## src/rtl/alu_seq.sv

```systemverilog
// Handshaked accumulator ALU with registered result/flags and an optional
// shift-add multiply that occupies the block for WIDTH cycles.
module alu_seq #(
   parameter int WIDTH  = 8,
   parameter bit MUL_EN = 1'b1
) (
   input  logic             clk,
   input  logic             rst,
   input  logic             in_valid,
   output logic             in_ready,
   input  logic [3:0]       opcode,
   input  logic [WIDTH-1:0] accum,
   input  logic [WIDTH-1:0] data,
   output logic [WIDTH-1:0] out,
   output logic             out_valid,
   output logic             zero,
   output logic             carry,
   output logic             neg,
   output logic             acc_zero,
   output logic             busy
);

   localparam int CW = $clog2(WIDTH + 1);
   localparam logic [3:0] OP_ADD = 4'd2;
   localparam logic [3:0] OP_AND = 4'd3;
   localparam logic [3:0] OP_XOR = 4'd4;
   localparam logic [3:0] OP_LDA = 4'd5;
   localparam logic [3:0] OP_SUB = 4'd8;
   localparam logic [3:0] OP_OR  = 4'd9;
   localparam logic [3:0] OP_SHL = 4'd10;
   localparam logic [3:0] OP_SHR = 4'd11;
   localparam logic [3:0] OP_MUL = 4'd12;

   typedef enum logic {S_IDLE, S_MUL} state_t;

   state_t             state_q, state_d;
   logic [WIDTH-1:0]   out_q, out_d;
   logic               zero_q, zero_d;
   logic               carry_q, carry_d;
   logic               neg_q, neg_d;
   logic               valid_q, valid_d;
   logic [2*WIDTH-1:0] mcand_q, mcand_d;
   logic [2*WIDTH-1:0] prod_q, prod_d;
   logic [WIDTH-1:0]   mplier_q, mplier_d;
   logic [CW-1:0]      cnt_q, cnt_d;

   logic [WIDTH-1:0]   res_c;
   logic               cy_c;
   logic [2*WIDTH-1:0] prod_nx;
   logic               accept;
   logic               is_mul;
   logic               done;

   assign acc_zero  = (accum == '0);
   assign out       = out_q;
   assign zero      = zero_q;
   assign carry     = carry_q;
   assign neg       = neg_q;
   assign out_valid = valid_q;

   assign accept  = in_valid && in_ready;
   assign is_mul  = MUL_EN && (opcode == OP_MUL);
   assign done    = (state_q == S_MUL) && (cnt_q == CW'(1));
   assign prod_nx = prod_q + (mplier_q[0] ? mcand_q : '0);

   // Single-cycle result; unlisted opcodes (and MUL when disabled) pass A.
   always_comb begin
      res_c = accum;
      cy_c  = 1'b0;
      case (opcode)
         OP_ADD: {cy_c, res_c} = {1'b0, accum} + {1'b0, data};
         OP_AND: res_c = accum & data;
         OP_XOR: res_c = accum ^ data;
         OP_LDA: res_c = data;
         OP_SUB: {cy_c, res_c} = {1'b0, accum} - {1'b0, data};
         OP_OR:  res_c = accum | data;
         OP_SHL: begin
            res_c = accum << 1;
            cy_c  = accum[WIDTH-1];
         end
         OP_SHR: begin
            res_c = accum >> 1;
            cy_c  = accum[0];
         end
         default: res_c = accum;
      endcase
   end

   always_ff @(posedge clk or posedge rst) begin
      if (rst) begin
         state_q <= S_IDLE;
      end else begin
         state_q <= state_d;
      end
   end

   always_comb begin
      state_d = state_q;
      unique case (state_q)
         S_IDLE: if (accept && is_mul) state_d = S_MUL;
         S_MUL:  if (done) state_d = S_IDLE;
         default: state_d = S_IDLE;
      endcase
   end

   always_comb begin
      in_ready = (state_q == S_IDLE);
      busy     = (state_q == S_MUL);
   end

   always_comb begin
      out_d    = out_q;
      zero_d   = zero_q;
      carry_d  = carry_q;
      neg_d    = neg_q;
      valid_d  = 1'b0;
      mcand_d  = mcand_q;
      prod_d   = prod_q;
      mplier_d = mplier_q;
      cnt_d    = cnt_q;
      if (accept) begin
         if (is_mul) begin
            mcand_d  = {{WIDTH{1'b0}}, accum};
            mplier_d = data;
            prod_d   = '0;
            cnt_d    = CW'(WIDTH);
         end else begin
            out_d   = res_c;
            zero_d  = (res_c == '0);
            carry_d = cy_c;
            neg_d   = res_c[WIDTH-1];
            valid_d = 1'b1;
         end
      end else if (state_q == S_MUL) begin
         prod_d   = prod_nx;
         mcand_d  = mcand_q << 1;
         mplier_d = mplier_q >> 1;
         cnt_d    = cnt_q - CW'(1);
         // Last iteration: the final partial add feeds the result directly.
         if (done) begin
            out_d   = prod_nx[WIDTH-1:0];
            zero_d  = (prod_nx[WIDTH-1:0] == '0);
            carry_d = |prod_nx[2*WIDTH-1:WIDTH];
            neg_d   = prod_nx[WIDTH-1];
            valid_d = 1'b1;
         end
      end
   end

   always_ff @(posedge clk or posedge rst) begin
      if (rst) begin
         out_q    <= '0;
         zero_q   <= 1'b0;
         carry_q  <= 1'b0;
         neg_q    <= 1'b0;
         valid_q  <= 1'b0;
         mcand_q  <= '0;
         prod_q   <= '0;
         mplier_q <= '0;
         cnt_q    <= '0;
      end else begin
         out_q    <= out_d;
         zero_q   <= zero_d;
         carry_q  <= carry_d;
         neg_q    <= neg_d;
         valid_q  <= valid_d;
         mcand_q  <= mcand_d;
         prod_q   <= prod_d;
         mplier_q <= mplier_d;
         cnt_q    <= cnt_d;
      end
   end

endmodule

```

## config.mk

```make
export PLATFORM = sky130hd
export DESIGN_NAME = alu_seq
export DESIGN_NICKNAME = d
export VERILOG_FILES = /design/src/rtl/alu_seq.sv
export SDC_FILE = /design/constraint.sdc
export NUM_CORES = 1
export LEC_CHECK = 0
export CAP_MARGIN = 20
export CORE_MARGIN = 3
export CORE_UTILIZATION = 60
export DETAILED_ROUTE_END_ITERATION = 10
export GPL_ROUTABILITY_DRIVEN = 1
export PLACE_DENSITY_LB_ADDON = 0.2
export SLEW_MARGIN = 25
export SYNTH_ARGS = -nofsm -noshare
export SYNTH_HDL_FRONTEND = slang
export SYNTH_SLANG_ARGS = --single-unit
```

## constraint.sdc

```tcl
create_clock -name clk -period 3.54 [get_ports clk]
set_input_delay 1.062 -clock clk [delete_from_list [all_inputs] [get_ports clk]]
set_output_delay 1.062 -clock clk [all_outputs]
set_load 0.05 [all_outputs]
```

==> results.yml, run 1 <==
run_status:
  status: "finished, final reports clean"
clocking:
  clock_latency_ns: 0.32
  postCtsHoldBufs: 0
  cts-root-buf: "clkbuf_8"
  path_clk_slew_ns: 0.09
  numCtsBuffers: 5
  cts_max_level: 2
  clockBufferDepth: 2
  cts_sinks: 56
  cts_setup_buffers: 0
  cts.repair.resized: 0
  cts_tree: "built"
run:
  maxCapViolations: 0
power_and_ir_drop:
  power_density_nw_per_um2: 537.2
  p_leak_nw: 2.780
  ir_drop_v: 0.0004986
hold_path:
  min_delay_path_depth: 2
  min_path_type: "register to register"
  hold_end: "mplier_q[3]$_DFFE_PP0P_"
  min-delay-start: "mplier_q[3]$_DFFE_PP0P_"
die:
  die_w_microns: 96.85
  row_count: 32
  io_pins: 38
  fp.dieArea_sq_um: 9380
  die-height_microns: 96.85
  core_sq_um: 7888
  initial_core_util_pct: 62.79
yosys:
  syn_inst: 613
  synth-edff-count: 0
  avgSynthCellArea_sq_um: 8.079
  synth-seq-cells: 56
  synth_fp_nets: 681
  synth_flop_cell: "dfrtp_1"
  ys_types: 79
  synth_area_sq_um: 4952
  synth-seq-area-share_pct: 28.30
  ys_async_sr_fraction_pct: 100.0
  yosysWarningCount: 0
global_routing:
  overflow: 0
  grt_pass1_wl_microns: 24830
  antenna_found_initial: 0
  grt_pass1_vias: 4859
  track_usage_pct: 32.07
  grt_max_degree: 33
critical_path:
  worstSetupPathType: "primary input to output port"
  crit_path_start_kind: "primary input"
  cp.required_ns: 2.48
  crit_path_end_kind: "output port"
  reg2reg_to: "carry$_DFFE_PP0P_"
  timing.rr.start: "mplier_q[0]$_DFFE_PP0P_"
  worstPathMaxFanout: 3
  ff2ff_setup_slack_ns: 0.26
  cp.arrival_ns: 2.39
  worstRegToRegCells: 10
timing:
  min_period_over_period_pct: 97.52
  min_period_ns: 3.452
  rsz0062_at_grt: "false"
  final-setup-viol-count: 0
  worst_pin_slew_ns: 0.7623
  finalMaxSlewViolations: 0
  fmax_mhz: 289.7
  fin_skew_ns: 0.02359
  final_hold_viol_count: 0
  worst_slew_margin_rel_pct: 49.18
routing:
  routed_wirelength_microns: 14930
  viasPerCell: 6.379
  dr.pass1.iters: 6
  antenna_left: 0
  drt_iter0_drc: 464
  wl_per_cell_microns: 18.75
  vias: 5078
  drcViolationCount: 0
cells_and_area:
  finalNonFillerCells: 796
  seqCellArea_sq_um: 1401
  drive_gt1_share_pct: 15.27
  finish.instance_area_sq_um: 5926
  diodes: 0
  syn2layout_area_growth_pct: 19.66
  multi_input_area_sq_um: 3256
  nFillCells: 611
  final_nets: 761
placed_design:
  port-buffer-count: 37
  dp.final_hpwl_microns: 11830
  gp_congestion: 1.003
  dp_cells: 788
  placed_area_sq_um: 5819
-- where the power goes --
group	switching (mW)	total (mW)	internal, mW
logic	1.07	1.73	0.665
registers	0.203	1.09	0.886
clock network	0.222	0.363	0.142
total	1.49	3.18	1.69
-- layout make-up --
| cell class | count | share of cell area [%] |
|---|---|---|
| clock buffers | 6 | 1.225 |
| clock inverters | 2 | 0.2745 |
| inverters | 33 | 2.090 |
| multi-input cells | 488 | 54.94 |
| flip-flops and latches | 56 | 23.65 |
| well taps | 102 | 2.154 |
| repair buffers | 109 | 15.67 |
-- cell usage in the layout, fill, tap and decap left out, drive strengths merged, types with 7 or more instances in the layout --
master          n
nand2          98
buf            75
dfrtp          56
o21ai          48
ha             42
a21oi          34
clkdlybuf4s50  34
nor2           34
inv            33
and2           16
nand3          13
a21o           12
nor3           11
a22oi          11
xnor2           9
a31oi           9
a211oi          9
nor4            8
nand2b          7
xor2            7
-- flip-flops by register name (all words and copies together) (netlist names) --
register and count:
busy 1, carry 1, cnt_q 4, mcand_q 16
mplier_q 8, out 8, out_valid 1, prod_q 16
zero 1
-- worst max-delay path: stages --
cell and delay (ns):
clkdlybuf4s50_1 0.48, inv_1 0.11, buf_4 0.12, nand4_1 0.12, nor2_1 0.31, buf_12 0.18
-- logic make-up (layout without fill, tap and decap cells) --
family                   count (synthesis)  count (layout)  synth area share [%]
AND/OR/NAND/NOR                        235             235                 23.85
adder cells (fa/ha/maj)                 45              45                 11.82
XOR/XNOR                                16              16                 2.830
multiplexers                             5               5                 1.036
buffers and inverters                   69             150                 6.367
AO/OA/AOI/OAI                          187             187                 25.80
flip-flops                              56              56                 28.30
-- synthesized netlist by cell type (11+ instances only) --
master,instances,area (sq um)
dfrtp_1,56,1401
nand2_1,98,367.9
inv_1,33,123.9
a21o_1,12,90.09
clkbuf_1,21,78.83
nor3_1,11,55.05
nand3_1,13,65.06
a22oi_1,11,82.58
o21ai_0,47,235.2
a21oi_1,34,170.2
and2_1,16,100.1
nor2_1,34,127.6
ha_1,42,525.5
-- stage by stage --
step	power, mW	worst slack (ns)	hold slack (ns)	setup TNS (ns)	utilization, %
2_1_floorplan	2.246	0.5392	0.4463	0	-
3_3_place_gp	2.725	-0.1462	0.4597	-0.4576	73.75
3_5_place_dp	2.803	-0.2070	0.4631	-0.5783	73.78
4_1_cts	3.156	0.1055	0.4900	0	74.90
5_1_grt	3.409	0.004744	0.5161	0	75.13
6_report	3.184	0.08768	0.4883	0	75.13
-- worst max-delay path by stage --
stage	start	end	slack (ns)	depth (start not counted)
after detailed placement	accum[0]	zero$_DFFE_PP0P_	-0.21	10
after global routing	data[4]	zero$_DFFE_PP0P_	0.005	11
after floorplan	accum[1]	acc_zero	0.54	3
after global placement	accum[0]	out[6]$_DFFE_PP0P_	-0.15	11
after CTS	accum[0]	acc_zero	0.11	6
final	accum[0]	acc_zero	0.09	6
-- per-layer routing --
metal	up-vias	wire length (microns)	global-route usage, %
li1	2381	-	-
met1	2405	6485	45.39
met2	257	6898	50.48
met3	33	1222	6.200
met4	2	281	7.667
met5	-	40	3.297
Power figures use the tool's default switching activity.
==> inputs of run 2 (changes only) <==
- CORE_UTILIZATION: 60 -> 45
==> run 2 against run 1 <==
  * Clock power increased by 1%
  * Largest cell class unchanged
  * Register-to-register slack improved by 0.04 ns
  * Via count decreased by 0.93%
  * Clock-buffer cell count decreased by 1
==> results.yml, run 2 (synthesis gave the netlist of run 1 again) <==
run_status:
  status: "finished, final reports clean"
timing:
  min_period_ns: 3.444
  rsz0062_at_grt: "false"
  worst_pin_slew_ns: 0.6965
  final_hold_viol_count: 0
  final-setup-viol-count: 0
  setup_ws_ns: 0.09573
  worst_slew_margin_rel_pct: 52.83
  final.setup.tns_ns: 0
  fin_skew_ns: 0.01255
  min_period_over_period_pct: 97.30
  fmax_mhz: 290.3
  finalMaxSlewViolations: 0
die:
  initial_core_util_pct: 47.12
  fp.dieArea_sq_um: 12300
  io_pins: 38
  die-height_microns: 110.9
  row_count: 37
  die_w_microns: 110.9
  core_sq_um: 10510
cells_and_area:
  diodes: 0
  drive_gt1_share_pct: 17.80
  finish.instance_area_sq_um: 6138
  finalNonFillerCells: 855
  final_util_pct: 58.41
  syn2layout_area_growth_pct: 23.95
  final_nets: 786
  mostFrequentLayoutCells: "nand2_1 (98), buf_4 (98), dfrtp_1 (56), o21ai_0 (47), ha_1 (42)"
  nFillCells: 994
  largest_registers: "mcand_q (16), prod_q (16)"
clocking:
  postCtsHoldBufs: 0
  path_clk_slew_ns: 0.11
  numCtsBuffers: 5
  cts_max_level: 2
  cts-root-buf: "clkbuf_8"
  cts_tree: "built"
  clockBufferDepth: 2
  cts_setup_buffers: 0
  clock_latency_ns: 0.33
  cts_sinks: 56
  cts.repair.resized: 0
critical_path:
  ff2ff_setup_slack_ns: 0.30
  crit_path_end_kind: "output port"
  crit_path_start: "accum[6]"
  worstPathMaxFanout: 5
  timing.rr.start: "mplier_q[0]$_DFFE_PP0P_"
  crit_end: "acc_zero"
  cp.arrival_ns: 2.38
  cp.required_ns: 2.48
  crit_path_start_kind: "primary input"
  reg2reg_to: "carry$_DFFE_PP0P_"
  worstSetupPathType: "primary input to output port"
  worstRegToRegCells: 11
power_and_ir_drop:
  p_leak_nw: 2.902
  p_int_mw: 1.728
  ir_drop_v: 0.0003935
  swShare_pct: 46.59
  clkPwrFrac_pct: 11.4
  p_comb_share_pct: 55.2
  power_density_nw_per_um2: 527.1
  pwr-share-seq_pct: 33.4
  p_switching_mw: 1.507
global_routing:
  grt_pass1_wl_microns: 25940
  grt_max_degree: 43
  antenna_found_initial: 0
  overflow: 0
  grt_pass1_vias: 4899
  track_usage_pct: 26.03
routing:
  drcViolationCount: 0
  wl_per_cell_microns: 18.78
  routed_wirelength_microns: 16060
  drt_iter0_drc: 420
  vias: 5031
  antenna_left: 0
  dr.pass1.iters: 7
  viasPerCell: 5.884
run:
  maxCapViolations: 0
placed_design:
  dp_cells: 847
  port-buffer-count: 37
  dp_slack_ns: -0.1730
  placed_area_sq_um: 6047
  gp_congestion: 0.9383
  dp.final_hpwl_microns: 13130
hold_path:
  min_path_type: "register to register"
## run 2: stage by stage
| step | hold slack, ns | total power, mW |
|---|---|---|
| 2_1_floorplan | 0.4463 | 2.246 |
| 3_3_place_gp | 0.4572 | 2.812 |
| 3_5_place_dp | 0.4637 | 2.870 |
| 4_1_cts | 0.4907 | 3.240 |
| 5_1_grt | 0.5149 | 3.481 |
| 6_report | 0.4868 | 3.236 |
## run 2: routing by layer
layer | GRT usage [%] | wire length, microns | vias to the layer above
met3 | 3.930 | 781 | 29
met4 | 8.949 | 441 | 0
met2 | 43.00 | 7580 | 161
met5 | 0 | 0 | -
li1 | - | - | 2436
met1 | 34.73 | 7258 | 2405
## run 2: worst max-delay path, cell delays in order
cell             delay [ns]
clkdlybuf4s50_1        0.49
buf_4                  0.20
inv_1                  0.10
nand4_1                0.13
nor2_1                 0.23
buf_12                 0.17
## run 2: cell type report
class / count / area, sq um / area share, %
repair buffers: 134 / 1116 / 18.18
well taps: 136 / 170.2 / 2.772
clock inverters: 3 / 21.27 / 0.3465
flip-flops and latches: 56 / 1401 / 22.83
clock buffers: 5 / 68.82 / 1.121
multi-input cells: 488 / 3237 / 52.73
inverters: 33 / 123.9 / 2.018
## run 2: how the worst min path moves through the flow
| stage | slack (ns) | cells after the start | end | from |
|---|---|---|---|---|
| after floorplan | 0.45 | 2 | mplier_q[1]$_DFFE_PP0P_ | mplier_q[1]$_DFFE_PP0P_ |
| after global placement | 0.46 | 2 | mplier_q[3]$_DFFE_PP0P_ | mplier_q[3]$_DFFE_PP0P_ |
| after detailed placement | 0.46 | 2 | mplier_q[3]$_DFFE_PP0P_ | mplier_q[3]$_DFFE_PP0P_ |
| after CTS | 0.49 | 2 | mplier_q[3]$_DFFE_PP0P_ | mplier_q[3]$_DFFE_PP0P_ |
| after global routing | 0.51 | 2 | mplier_q[3]$_DFFE_PP0P_ | mplier_q[3]$_DFFE_PP0P_ |
| final | 0.49 | 2 | mplier_q[3]$_DFFE_PP0P_ | mplier_q[3]$_DFFE_PP0P_ |
## run 2: power groups by stage
| stage | combinational (mW) | sequential, mW | clock (mW) |
|---|---|---|---|
| after global routing | 1.96 | 1.12 | 0.409 |
| final | 1.79 | 1.08 | 0.368 |
| after floorplan | 1.01 | 1.24 | 0 |
| after global placement | 1.73 | 1.08 | 0 |
| after detailed placement | 1.77 | 1.10 | 0 |
| after CTS | 1.78 | 1.08 | 0.377 |
